$ cat config.mk
export PLATFORM = sky130hd
export DESIGN_NAME = panel_image_loader
export DESIGN_NICKNAME = d
export VERILOG_FILES = /design/src/rtl/panel_image_loader_pkg.sv /design/src/rtl/panel_image_loader_press.sv /design/src/rtl/panel_image_loader.sv
export SDC_FILE = /design/constraint.sdc
export NUM_CORES = 1
export LEC_CHECK = 0
export CAP_MARGIN = 20
export CORE_AREA = 2 2 157 143
export DETAILED_ROUTE_END_ITERATION = 6
export DIE_AREA = 0 0 159 145
export GPL_ROUTABILITY_DRIVEN = 0
export SYNTH_ARGS = -nofsm -noshare
export SYNTH_HDL_FRONTEND = slang
export SYNTH_HIERARCHICAL = 1
export SYNTH_SLANG_ARGS = --single-unit
export TNS_END_PERCENT = 20
$ cat constraint.sdc
create_clock -name clock -period 4.01 [get_ports clock]
set_input_delay 0.401 -clock clock [delete_from_list [all_inputs] [get_ports clock]]
set_output_delay 0.401 -clock clock [all_outputs]
set_load 0.01 [all_outputs]
$ cat src/rtl/panel_image_loader_pkg.sv
// ============================================================================
// Module  : panel_image_loader_pkg
// Purpose : Shared types and timing defaults for the front-panel image loader.
// Revision: 1.0  initial release
// ============================================================================
`default_nettype none

package panel_image_loader_pkg;

  localparam int          DEF_ADDR_W      = 12;
  localparam int          DEF_SETUP_CYC   = 10;
  localparam int          DEF_PULSE_CYC   = 10;
  localparam int          DEF_SETTLE_CYC  = 30;
  localparam int          DEF_RUN_TIMEOUT = 1000;
  localparam logic [11:0] DEF_START_PC    = 12'o0200;

  typedef logic [DEF_ADDR_W-1:0] word_t;

  typedef enum logic [3:0] {
    ST_IDLE, ST_ACCEPT, ST_PC_SEQ, ST_DEP_SEQ, ST_START_SEQ,
    ST_RUN_WAIT_HI, ST_RUN_WAIT_LO, ST_FINISH, ST_DONE
  } loader_state_e;

  typedef enum logic {
    OP_LOADPC  = 1'b0,
    OP_DEPOSIT = 1'b1
  } press_op_e;

  typedef enum logic [1:0] {
    PH_IDLE, PH_SETUP, PH_PULSE, PH_SETTLE
  } press_phase_e;

  function automatic int max3(input int a, input int b, input int c);
    int m;
    m = (a > b) ? a : b;
    return (m > c) ? m : c;
  endfunction

endpackage

`default_nettype wire

$ cat src/rtl/panel_image_loader_press.sv
// ============================================================================
// Module  : press_sequencer
// Purpose : One front-panel button press: switches set, button pulsed, settle.
// Revision: 1.0  initial release
// ============================================================================
`default_nettype none

module press_sequencer
  import panel_image_loader_pkg::*;
#(
  parameter int SW_W       = DEF_ADDR_W,
  parameter int SETUP_CYC  = DEF_SETUP_CYC,
  parameter int PULSE_CYC  = DEF_PULSE_CYC,
  parameter int SETTLE_CYC = DEF_SETTLE_CYC
) (
  input  logic            clock,
  input  logic            resetN,
  input  logic            go,
  input  press_op_e       op,
  input  logic [SW_W-1:0] sw_value,
  output logic [SW_W-1:0] sw,
  output logic            load_pc_btn,
  output logic            deposit_btn,
  output logic            release_pulse,
  output logic            done_pulse
);

  localparam int CNT_W = $clog2(max3(SETUP_CYC, PULSE_CYC, SETTLE_CYC) + 1);
  localparam logic [CNT_W-1:0] C_SETUP_LAST  = CNT_W'(SETUP_CYC - 1);
  localparam logic [CNT_W-1:0] C_PULSE_LAST  = CNT_W'(PULSE_CYC - 1);
  localparam logic [CNT_W-1:0] C_SETTLE_LAST = CNT_W'(SETTLE_CYC - 1);

  press_phase_e     r_phase, w_phase_nxt;
  logic [CNT_W-1:0] r_cnt, w_cnt_nxt;
  logic [SW_W-1:0]  r_sw;
  press_op_e        r_op;
  logic             w_done, w_release, w_take;

  always_comb begin
    w_phase_nxt = r_phase;
    w_cnt_nxt   = r_cnt + 1'b1;
    w_done      = 1'b0;
    w_release   = 1'b0;
    case (r_phase)
      PH_IDLE:   w_cnt_nxt = '0;
      PH_SETUP:  if (r_cnt == C_SETUP_LAST) begin
                   w_phase_nxt = PH_PULSE;
                   w_cnt_nxt   = '0;
                 end
      PH_PULSE:  if (r_cnt == C_PULSE_LAST) begin
                   w_release   = 1'b1;
                   w_phase_nxt = PH_SETTLE;
                   w_cnt_nxt   = '0;
                 end
      PH_SETTLE: if (r_cnt == C_SETTLE_LAST) begin
                   w_done      = 1'b1;
                   w_phase_nxt = PH_IDLE;
                   w_cnt_nxt   = '0;
                 end
      default:   w_phase_nxt = PH_IDLE;
    endcase
    // A new press may be chained onto the final settle cycle with no gap.
    w_take = go && ((r_phase == PH_IDLE) || w_done);
    if (w_take) begin
      w_phase_nxt = PH_SETUP;
      w_cnt_nxt   = '0;
    end
  end

  always_ff @(posedge clock or negedge resetN) begin
    if (!resetN) begin
      r_phase <= PH_IDLE;
      r_cnt   <= '0;
      r_sw    <= '0;
      r_op    <= OP_LOADPC;
    end else begin
      r_phase <= w_phase_nxt;
      r_cnt   <= w_cnt_nxt;
      if (w_take) begin
        r_sw <= sw_value;
        r_op <= op;
      end
    end
  end

  assign sw            = r_sw;
  assign load_pc_btn   = (r_phase == PH_PULSE) && (r_op == OP_LOADPC);
  assign deposit_btn   = (r_phase == PH_PULSE) && (r_op == OP_DEPOSIT);
  assign release_pulse = w_release;
  assign done_pulse    = w_done;

endmodule

`default_nettype wire

$ cat src/rtl/panel_image_loader.sv
// ============================================================================
// Module  : panel_image_loader
// Purpose : Plays a streamed (address,data) image into the front panel, then
//           optionally loads the start PC and runs until the CPU halts.
// Revision: 1.0  initial release
// ============================================================================
`default_nettype none

module panel_image_loader
  import panel_image_loader_pkg::*;
#(
  parameter int              ADDR_W      = DEF_ADDR_W,
  parameter int              DATA_W      = DEF_ADDR_W,
  parameter int              SETUP_CYC   = DEF_SETUP_CYC,
  parameter int              PULSE_CYC   = DEF_PULSE_CYC,
  parameter int              SETTLE_CYC  = DEF_SETTLE_CYC,
  parameter logic [ADDR_W-1:0] START_PC  = ADDR_W'(DEF_START_PC),
  parameter bit              AUTO_RUN    = 1'b1,
  parameter int              RUN_TIMEOUT = DEF_RUN_TIMEOUT
) (
  input  logic              clock,
  input  logic              resetN,
  input  logic              start,
  input  logic              img_valid,
  output logic              img_ready,
  input  logic [ADDR_W-1:0] img_addr,
  input  logic [DATA_W-1:0] img_data,
  input  logic              img_last,
  input  logic              run_led,
  output logic [ADDR_W:0]   sw,
  output logic              load_pc_btn,
  output logic              deposit_btn,
  output logic              busy,
  output logic              done,
  output logic              timeout_err,
  output logic [ADDR_W:0]   words_loaded,
  output logic [ADDR_W:0]   pc_loads
);

  localparam int RT_W = $clog2(RUN_TIMEOUT + 1);
  localparam logic [RT_W-1:0] C_RT_LAST = RT_W'(RUN_TIMEOUT - 1);

  loader_state_e     r_state, w_state_nxt;
  logic [ADDR_W-1:0] r_addr, r_data, r_exp_pc, w_sw_value, w_seq_sw;
  logic              r_last, r_exp_valid, r_run_sw, r_busy, r_timeout;
  logic [ADDR_W:0]   r_words, r_pcl;
  logic [RT_W-1:0]   r_run_cnt;
  logic              w_go, w_seq_release, w_seq_done, w_start_ok, w_hs, w_need_pc;
  press_op_e         w_op;

  assign w_start_ok = start && ((r_state == ST_IDLE) || (r_state == ST_DONE));
  assign w_hs       = (r_state == ST_ACCEPT) && img_valid;
  assign w_need_pc  = !r_exp_valid || (img_addr != r_exp_pc);

  always_comb begin
    w_state_nxt = r_state;
    w_go        = 1'b0;
    w_op        = OP_DEPOSIT;
    w_sw_value  = r_data;
    case (r_state)
      ST_IDLE, ST_DONE: if (start) w_state_nxt = ST_ACCEPT;
      ST_ACCEPT: if (img_valid) begin
        w_go = 1'b1;
        if (w_need_pc) begin
          w_op        = OP_LOADPC;
          w_sw_value  = img_addr;
          w_state_nxt = ST_PC_SEQ;
        end else begin
          w_sw_value  = img_data;
          w_state_nxt = ST_DEP_SEQ;
        end
      end
      ST_PC_SEQ: if (w_seq_done) begin
        w_go        = 1'b1;
        w_state_nxt = ST_DEP_SEQ;
      end
      ST_DEP_SEQ: if (w_seq_done) begin
        if (!r_last) begin
          w_state_nxt = ST_ACCEPT;
        end else if (AUTO_RUN) begin
          w_go        = 1'b1;
          w_op        = OP_LOADPC;
          w_sw_value  = START_PC;
          w_state_nxt = ST_START_SEQ;
        end else begin
          w_state_nxt = ST_FINISH;
        end
      end
      ST_START_SEQ:   if (w_seq_done) w_state_nxt = ST_RUN_WAIT_HI;
      ST_RUN_WAIT_HI: if (run_led) w_state_nxt = ST_RUN_WAIT_LO;
                      else if (r_run_cnt == C_RT_LAST) w_state_nxt = ST_FINISH;
      ST_RUN_WAIT_LO: if (!run_led) w_state_nxt = ST_FINISH;
      ST_FINISH:      w_state_nxt = ST_DONE;
      default:        w_state_nxt = ST_IDLE;
    endcase
  end

  always_ff @(posedge clock or negedge resetN) begin
    if (!resetN) begin
      r_state     <= ST_IDLE;
      r_addr      <= '0;
      r_data      <= '0;
      r_last      <= 1'b0;
      r_exp_pc    <= '0;
      r_exp_valid <= 1'b0;
      r_run_sw    <= 1'b0;
      r_busy      <= 1'b0;
      r_timeout   <= 1'b0;
      r_words     <= '0;
      r_pcl       <= '0;
      r_run_cnt   <= '0;
    end else begin
      r_state <= w_state_nxt;
      if (w_start_ok) begin
        r_words     <= '0;
        r_pcl       <= '0;
        r_timeout   <= 1'b0;
        r_exp_valid <= 1'b0;
        r_busy      <= 1'b1;
      end
      if (w_hs) begin
        r_addr <= img_addr;
        r_data <= img_data;
        r_last <= img_last;
      end
      // Counters step on button release and hold at all-ones.
      if (w_seq_release) begin
        if (r_state == ST_DEP_SEQ) r_words <= (&r_words) ? r_words : r_words + 1'b1;
        else                       r_pcl   <= (&r_pcl)   ? r_pcl   : r_pcl + 1'b1;
      end
      if ((r_state == ST_DEP_SEQ) && w_seq_done) begin
        r_exp_pc    <= r_addr + 1'b1;
        r_exp_valid <= 1'b1;
      end
      if ((r_state == ST_START_SEQ) && w_seq_done) r_run_sw <= 1'b1;
      r_run_cnt <= (r_state == ST_RUN_WAIT_HI) ? r_run_cnt + 1'b1 : '0;
      if ((r_state == ST_RUN_WAIT_HI) && !run_led && (r_run_cnt == C_RT_LAST)) begin
        r_timeout <= 1'b1;
        r_run_sw  <= 1'b0;
      end
      if ((r_state == ST_RUN_WAIT_LO) && !run_led) r_run_sw <= 1'b0;
      if (r_state == ST_FINISH) r_busy <= 1'b0;
    end
  end

  press_sequencer #(
    .SW_W      (ADDR_W),
    .SETUP_CYC (SETUP_CYC),
    .PULSE_CYC (PULSE_CYC),
    .SETTLE_CYC(SETTLE_CYC)
  ) u_press (
    .clock        (clock),
    .resetN       (resetN),
    .go           (w_go),
    .op           (w_op),
    .sw_value     (w_sw_value),
    .sw           (w_seq_sw),
    .load_pc_btn  (load_pc_btn),
    .deposit_btn  (deposit_btn),
    .release_pulse(w_seq_release),
    .done_pulse   (w_seq_done)
  );

  assign img_ready    = (r_state == ST_ACCEPT);
  assign sw           = {r_run_sw, w_seq_sw};
  assign busy         = r_busy;
  assign done         = (r_state == ST_FINISH);
  assign timeout_err  = r_timeout;
  assign words_loaded = r_words;
  assign pc_loads     = r_pcl;

endmodule

`default_nettype wire

### Word-level counts from Yosys, hierarchy flattened

Index checks and enable logic that the tools add are counted.

| word-level totals | value |
|---|---|
| register bits | 101 |
| bits of input ports | 30 |
| output and inout port bits | 45 |
| logic and storage cells | 133 |

| operators by class | value |
|---|---|
| $add $sub $neg | 5 |
| eq/ne operators | 27 |
| mux-type cells | 56 |
| bitwise operators | 1 |
| reductions and logical operators | 28 |

Operator list:

| operator | number |
|---|---|
| 13-bit 2-to-1 mux | 8 |
| 12-bit 2-to-1 mux | 4 |
| 4-bit 2-to-1 mux | 8 |
| 4-bit one-hot mux with 8 select lines | 1 |
| 13-bit by 1-bit adder with 13-bit output, second input constant | 2 |
| 13-bit AND reduction | 2 |
| 12-bit one-hot mux with 2 select lines | 1 |
| 1-bit 2-to-1 mux | 21 |
| 4-bit by 3-bit == test with 1-bit output, second input constant | 4 |
| 5-bit 2-to-1 mux | 3 |
| 5-bit one-hot mux with 3 select lines | 1 |
| 12-bit by 1-bit adder with 12-bit output, second input constant | 1 |
| 12-bit != test | 1 |
| 2-bit != test, second input constant | 6 |
| 10-bit by 1-bit adder with 10-bit output, second input constant | 1 |
| 10-bit == test, second input constant | 1 |
| 1-bit logical AND | 10 |
| 10-bit 2-to-1 mux | 1 |
| 3-bit by 1-bit != test with 1-bit output, second input constant | 3 |
| 3-bit != test, second input constant | 3 |
| 4-bit by 2-bit == test with 1-bit output, second input constant | 2 |
| 2-bit 2-to-1 mux | 4 |
| 7-bit AND reduction | 1 |
| 2-bit one-hot mux with 3 select lines | 1 |
| 20 further kinds | 27 |

### Depth between registers and ports, before layout

Gate-level depths: netlist of the first run.

| depth | value |
|---|---|
| depth after elaboration | 8 |
| gate-level depth with buffers | 13 |
| gate-level depth less buffers | 13 |

### By module

The synthesis of the first run kept the hierarchy.

Modules (own cells, without submodules):

| module | times used | cells an instance | area an instance (um^2) | seq. area each (um^2) |
|---|---|---|---|---|
| panel_image_loader | 1 | 475 | 4257.8 | 2026.9 |
| press_sequencer | 1 | 82 | 1017.2 | 500.5 |

### Worst setup path before layout of the first run

No wires, ideal clock.

| timing path | value |
|---|---|
| path type | reg-to-reg |
| start point | reg u_press.r_cnt[1] |
| end point | reg u_press.r_op |
| setup time | 125 ps |
| arrival time | 3027 ps |
| required time | 3885 ps |
| slack | 858 ps |
| stages on the path, launching flop included | 14 |
| path buffers | 1 |
| clock period less this slack | 3152 ps |
| cells stage by stage | dfrtp_1 inv_1 ha_1 nand2_1 nor2_1 nor2b_1 nand3_1 nor2_1 nor3_1 nor4_1 nand4_4 o21ai_4 buf_4 mux2_2 |

| on the way | value |
|---|---|
| cells in the longest elaborated chain, start to end | 6 |
| elaborated cells on any way between the ends | 10 |
| classes of those cells | eq/ne (1); mux (7); reduce/logical (2) |

Ends and longest elaborated chain:

| element | line | text |
|---|---|---|
| start, declared | panel_image_loader_press.sv:34 | `logic [CNT_W-1:0] r_cnt, w_cnt_nxt;` |
| start signal, assigned | panel_image_loader_press.sv:78 | `r_cnt <= w_cnt_nxt;` |
| 5-bit == test (*) | panel_image_loader_press.sv:55 | `PH_SETTLE: if (r_cnt == C_SETTLE_LAST) begin` |
| 1-bit 2-to-1 mux (*) | panel_image_loader_press.sv:55 |  |
| 1-bit 2-to-1 mux (*) | panel_image_loader_press.sv:44 | `case (r_phase)` |
| via w_seq_done | panel_image_loader.sv:48 | `logic w_go, w_seq_release, w_seq_done, w_start_ok, w_hs, w_need_pc;` |
| 1-bit 2-to-1 mux (on tied branches) | panel_image_loader.sv:77, panel_image_loader.sv:73 |  |
| 1-bit one-hot mux with 3 select lines (*) | panel_image_loader.sv:60 | `case (r_state)` |
| via w_go | panel_image_loader.sv:48 |  |
| 1-bit logical AND (*) | panel_image_loader_press.sv:63 | `w_take = go && ((r_phase == PH_IDLE) \|\| w_done);` |
| end signal, assigned | panel_image_loader_press.sv:81 | `r_op <= op;` |
| end, declared | panel_image_loader_press.sv:36 | `press_op_e r_op;` |

The timed path passes the listed nets; every way through them passes the cells marked *.
A chain may end at the register's enable or synchronous reset.

### Final worst setup path of the first run

| timing path | value |
|---|---|
| start point | reg u_press.r_phase[1] |
| end point | reg u_press.r_sw[1] (netlist: u_press/sw[1]) |

| on the way | value |
|---|---|
| cells in the longest elaborated chain, start to end | 5 |
| elaborated cells on any way between the ends | 10 |
| classes of those cells | eq/ne (1); mux (6); reduce/logical (3) |

Ends and longest elaborated chain:

| element | line | text |
|---|---|---|
| start, declared | panel_image_loader_press.sv:33 | `press_phase_e r_phase, w_phase_nxt;` |
| start signal, assigned | panel_image_loader_press.sv:77 | `r_phase <= w_phase_nxt;` |
| 2-bit == test (*) | panel_image_loader_press.sv:44 |  |
| 1-bit 2-to-1 mux (*) | panel_image_loader_press.sv:44 |  |
| via w_seq_done | panel_image_loader.sv:48 |  |
| 1-bit 2-to-1 mux (on tied branches) | panel_image_loader.sv:77, panel_image_loader.sv:73 |  |
| 1-bit one-hot mux with 3 select lines (*) | panel_image_loader.sv:60 |  |
| via w_go | panel_image_loader.sv:48 |  |
| 1-bit logical AND (*) | panel_image_loader_press.sv:63 |  |
| end signal, assigned | panel_image_loader_press.sv:80 | `r_sw <= sw_value;` |
| end, declared | panel_image_loader_press.sv:35 | `logic [SW_W-1:0] r_sw;` |

Marked as above.

==> flow_summary.yaml, run 1 <==
logic_synthesis:
  yosysMostFrequentCell: "nand2_1"
  avgSynthCellArea_um2: 9.470
  async_reset_ff_frac: 1.000
  synth_seq_cells: 101
  ys_types: 57
  synth_flop_cell: "dfrtp_1"
  netlist_top_cells_count: "123 x nand2_1, 101 x dfrtp_1, 42 x nor2_1"
  netlist_top_cells_area: "dfrtp_1 48%, nand2_1 8.8%, xnor2_1 3.3%, mux2_2 3.2%, nand3_1 3.1%"
  yosysSeqAreaShare: 0.4791
  ys_warn_count: 6
  synth_area_leader_cell: "dfrtp_1"
  syn_area_um2: 5275
  syn_nets: 600
  synthCells: 557
  synth_edf_count: 0
  synth.top_cell.area_share: 0.4791
layout:
  final_cells: 923
  diodes: 0
  fill_cells: 2237
  drive_above_1_share: 0.09019
  final_cell_area_um2: 6628
  nets: 670
  area_growth_pct: 25.64
timing:
  max_freq_mhz: 297.0
  relSlewSlack: 0.4323
  finalHoldViolations: 0
  tightest_slew_ns: 0.8496
  finClkSkew_ns: 0.01022
  drv_slew: 0
  setup_violations: 0
  setup_tns_ns: 0
  fin_crit_ns: 3.367
  rsz0062_at_grt: "false"
  finalCritPeriodShare: 0.8397
  layout_setup_ws_ns: 0.6428
grt:
  grt_max_degree: 75
  grt_pass1_wl_mm: 20.98
  grt_pass1_vias: 3830
  overflow: 0
  grt_antenna_before_repair: 0
  grt.total_usage: 0.1120
critical_path:
  worstSetupEndpointType: "flop"
  regToRegStartpoint: "u_press/r_phase[1]"
  cp_max_fo: 15
  path_class: "flop to flop"
  cp_data_arrival_time_ns: 3.60
  required_ns: 4.24
  crit_path_start: "u_press/r_phase[1]"
  startpoint_type: "flop"
  reg2reg_depth: 13
pwr:
  ir_worst_vdd_mv: 0.2005
  comb_power_share: 0.314
  power_report.internal_total_mw: 2.309
  switchingPower_mw: 1.230
  switching_share: 0.3475
  power_density_nw_per_um2: 533.9
  power_leakage_nw: 2.830
  p_seq_frac: 0.443
  clockPowerShare: 0.243
routing:
  drc: 0
  drtAntennaViolNets: 0
  wl_mm: 12.96
  via_per_inst: 4.537
  drt_pre_antenna_iters: 4
  via_count: 4188
  drt_iter0_markers: 266
  wl_per_cell_um: 14.05
clock_network:
  cts.path.max_buffers: 2
  post_cts_resized: 0
  htreeDepth: 3
  clk_latency_ns: 0.35
  cts_setup_buffers: 0
  clk_pin_slew_ns: 0.07
  postCtsHoldBufs: 0
  clockRootBuffer: "clkbuf_16"
  cts_sinks: 101
  cts_tree: "done"
  cts_buffers: 9
place:
  port_buffers: 74
  dp_cells: 906
  pre_cts_ws_ns: 0.6934
  place_area_um2: 6317
  dp_hpwl_mm: 9.229
status:
  outcome: "completed"
floorplan:
  start_util: 0.2460
  dieArea_um2: 23060
  die_x_um: 159
  io_pins: 75
  core_area_um2: 21440
  row_count: 51
  die_y_um: 145
run:
  drv_cap: 0
min_path:
  min_path_type: "primary input to asynchronous set/reset pin"
## cell families after synthesis
logic type | share of synthesized area
buf+inv | 0.03012
fa+ha+maj | 0.03084
compound gates | 0.1034
flops | 0.4791
mux | 0.05100
simple gates | 0.2507
xor+xnor | 0.05479
## worst max-delay path, cell delays in order (launching register included)
cell and delay, ns:
dfrtp_1 0.42, ha_1 0.29, nand3_1 0.10, nor2_1 0.34
nor2b_1 0.23, nand3_1 0.11, nor2_1 0.12, buf_4 0.23
nor3_1 0.07, nor4_1 0.18, buf_4 0.19, nand4_4 0.11
o21ai_4 0.45, mux2_2 0.40
## final timing paths
check / slack [ns] / to
max in group asynchronous: 3.26 / u_press/sw[3]
max reg2reg: 0.64 / u_press/sw[1]
min: 0.006 / r_exp_pc[9]
max: 0.64 / u_press/sw[1]
min in group clock: 0.46 / r_data[1]
min reg2reg: 0.46 / r_data[1]
## stage by stage
step	power (mW)	hold WS (ns)	util
global route	3.782	0.03543	0.3091
floorplan	2.255	0.1054	-
detailed placement	2.701	0.4512	0.2946
global placement	2.682	0.4455	0.2946
finish	3.539	0.006276	0.3091
CTS	3.576	0.2628	0.3082
## power groups by stage
| stage | registers (mW) | logic (mW) | clock network, mW |
|---|---|---|---|
| after floorplan | 1.53 | 0.726 | 0 |
| after global placement | 1.58 | 1.11 | 0 |
| after detailed placement | 1.58 | 1.12 | 0 |
| after CTS | 1.56 | 1.13 | 0.887 |
| after global routing | 1.61 | 1.24 | 0.929 |
| final | 1.57 | 1.11 | 0.860 |
## sequential cells by signal, summed over array words and instances (netlist names), 2 cells and up
register	cells
pc_loads	13
r_addr	12
r_data	12
r_exp_pc	12
r_run_cnt	10
r_state	4
u_press/r_cnt	5
u_press/r_phase	2
u_press/sw	12
words_loaded	13
## placed cells by master (no fill, tap or decap), types with 13 or more instances in the layout
| master | instances |
|---|---|
| nand2_1 | 123 |
| xnor2_1 | 20 |
| o21ai_0 | 28 |
| nor2_1 | 42 |
| dfrtp_1 | 101 |
| nand4_1 | 13 |
| clkdlybuf4s50_1 | 73 |
| nand3_1 | 33 |
| mux2_2 | 15 |
| ha_1 | 13 |
| xor2_1 | 13 |
| a21oi_1 | 15 |
## per-layer routing
metal / track usage / part of all wire / routed length, µm
met1: 0.1648 / 0.50 / 6508
met2: 0.1626 / 0.45 / 5835
met3: 0.02430 / 0.037 / 476
met4: 0.03545 / 0.011 / 144
met5: 0 / 0 / 0
## area by class of cell
class                   count  area (µm²)  share of cell area
well taps                 291       364.1             0.05494
multi-input cells         423        2597              0.3919
inverters                  10       37.54            0.005664
repair buffers             82       810.8              0.1223
flip-flops and latches    101        2527              0.3813
clock buffers              10       239.0             0.03606
clock inverters             6       51.30            0.007740
Note: power is estimated with default switching activity, not from simulation.
==> run 2: changes to the inputs <==
==> constraint.sdc (replaced) <==
create_clock -name clock -period 2.88 [get_ports clock]
set_input_delay 0.288 -clock clock [delete_from_list [all_inputs] [get_ports clock]]
set_output_delay 0.288 -clock clock [all_outputs]
set_load 0.01 [all_outputs]
==> run 2 against run 1 <==
  * Clock power rose by 47%
  * Combinational power rose by 51%
  * Via count up 0.76%
  * Sequential share of layout area down 0.98 points
  * Die area stayed put
  * Flip-flop and latch count unchanged
  * Critical path depth up 1
  * First-iteration DRC count rose by 3.4%
  * Count of clock-buffer cells in the layout did not move
==> flow_summary.yaml, run 2 (synthesis gave the netlist of run 1 again) <==
status:
  outcome: "completed"
pwr:
  switching_share: 0.3509
  p_seq_frac: 0.419
  clockPowerShare: 0.249
  power_report.internal_total_mw: 3.283
  ir_worst_vdd_mv: 0.3568
  power_density_nw_per_um2: 743.2
  switchingPower_mw: 1.775
  power_leakage_nw: 2.904
  comb_power_share: 0.332
critical_path:
  cp_data_arrival_time_ns: 2.89
  crit_family: "simple AND/OR/NAND/NOR gates"
  worst-path-stages: 14
  required_ns: 3.17
  crit_chain: "ha_2 -> nand2_1 -> nor2_2 -> nor2b_4 -> nand3_4 -> nor2_4 -> nor3_1 -> nor4_2 -> buf_4 -> nand2_1 -> o21ai_4 -> buf_12 -> or4_4 -> nor2_1"
  timing.critical_path.buf_inv: 2
  ff2ff_setup_slack_ns: 0.27
  startpoint_type: "flop"
  path_class: "flop to flop"
  path_common_cell: "nand2_1"
  reg2reg_depth: 14
  cpPeakStageDelay_ns: 0.54
  cp_max_fo: 15
  worstSetupEndpointType: "flop"
  critical-path-slowest-cell: "or4_4"
floorplan:
  die_x_um: 159
  core_area_um2: 21440
  io_pins: 75
  die_y_um: 145
  start_util: 0.2460
  row_count: 51
  dieArea_um2: 23060
timing:
  holdWs_ns: 0.4484
  drv_slew: 0
  tightest_slew_ns: 0.7148
  fin_crit_ns: 2.606
  finalHoldViolations: 0
  finClkSkew_ns: 0.009280
  setup_violations: 0
  setup_tns_ns: 0
  rsz0062_at_grt: "false"
  relSlewSlack: 0.5223
  max_freq_mhz: 383.8
  finalCritPeriodShare: 0.9048
min_path:
  min_path_type: "primary input to asynchronous set/reset pin"
routing:
  met3_length_um: 495
  drt_iter0_markers: 275
  drtAntennaViolNets: 0
  topRoutingLayerUsed: "met4"
  routed-wl-met2_mm: 5.911
  via_per_inst: 4.509
  wl_per_cell_um: 14.00
  wl_mm: 13.11
  via_count: 4220
  m1WireLength_mm: 6.550
  drc: 0
  drt_pre_antenna_iters: 4
clock_network:
  htreeDepth: 3
  cts_tree: "done"
  clockRootBuffer: "clkbuf_16"
  cts.path.max_buffers: 2
  cts_buffers: 9
  clk_pin_slew_ns: 0.08
  cts_sinks: 101
  clk_latency_ns: 0.36
grt:
  overflow: 0
  grt_pass1_vias: 4171
  grt.total_usage: 0.1185
  grt_max_degree: 67
  grt_antenna_before_repair: 0
  grt_pass1_wl_mm: 22.14
place:
  port_buffers: 74
  dp_hpwl_mm: 9.382
layout:
  mostFrequentLayoutCells: "123 x nand2_1, 100 x dfrtp_1, 73 x clkdlybuf4s50_1"
  area_growth_pct: 29.01
  drive_above_1_share: 0.1194
  nets: 683
  diodes: 0
  final_common_cell: "nand2_1"
run:
  drv_cap: 0
[run 2: power by group through the flow]
stage | clock (mW) | sequential, mW | combinational [mW]
6_report | 1.26 | 2.12 | 1.68
3_5_place_dp | 0 | 2.15 | 1.69
5_1_grt | 1.35 | 2.19 | 1.88
3_3_place_gp | 0 | 2.14 | 1.66
2_1_floorplan | 0 | 2.13 | 1.03
4_1_cts | 1.31 | 2.12 | 1.70
[run 2: layer usage]
layer | GRT usage | vias up
met3 | 0.02687 | 10
met4 | 0.03136 | 0
met1 | 0.1652 | 2033
met2 | 0.1850 | 70
met5 | 0 | -
li1 | - | 2107
[run 2: path summary, 6_finish.rpt]
kind / startpoint / endpoint
setup / recovery: u_press/r_cnt[0] / u_press/r_cnt[2]
hold / removal: resetN / r_addr[8]
setup reg to reg: u_press/r_cnt[0] / u_press/r_cnt[2]
hold reg to reg: r_data[4] / r_data[4]
max in group asynchronous: resetN / u_press/r_phase[0]
min in group clock: r_data[4] / r_data[4]
[run 2: metrics by stage]
| step | area (µm²) | utilization | power, mW | instances | worst slack (ns) |
|---|---|---|---|---|---|
| global placement | 6471 | 0.3018 | 3.803 | 918 | 0.2084 |
| detailed placement | 6471 | 0.3018 | 3.834 | 918 | 0.1405 |
| CTS | 6784 | 0.3164 | 5.123 | 935 | 0.1132 |
| floorplan | 5318 | - | 3.159 | 557 | 0.01316 |
| global route | 6805 | 0.3174 | 5.417 | 936 | 0.09507 |
| finish | 6805 | 0.3174 | 5.058 | 936 | 0.2742 |
[run 2: area by class of cell]
type | count | area (µm²)
fill | 2263 | 14640
multi-input combinational | 423 | 2649
sequential | 101 | 2529
timing repair buffer | 95 | 923.4
tap | 291 | 364.1
clock buffer | 10 | 239.0
clock inverter | 6 | 63.81
inverter | 10 | 37.54
[run 2: repair_timing]
| action | CTS | global route |
|---|---|---|
| endpoints found under the hold margin | 35 | 0 |
| setup endpoints to repair | 0 | 13 |
| gates resized for setup | 0 | 3 |
| hold buffers | 1 | 0 |
| setup buffers | 0 | 1 |
[run 2: worst register-to-register path, cell delays in order, from the launching register on]
cell,delay (ns)
dfrtp_1,0.42
ha_2,0.23
nand2_1,0.11
nor2_2,0.05
nor2b_4,0.13
nand3_4,0.10
nor2_4,0.04
nor3_1,0.22
nor4_2,0.06
buf_4,0.16
nand2_1,0.11
o21ai_4,0.07
buf_12,0.15
or4_4,0.55
nor2_1,0.13
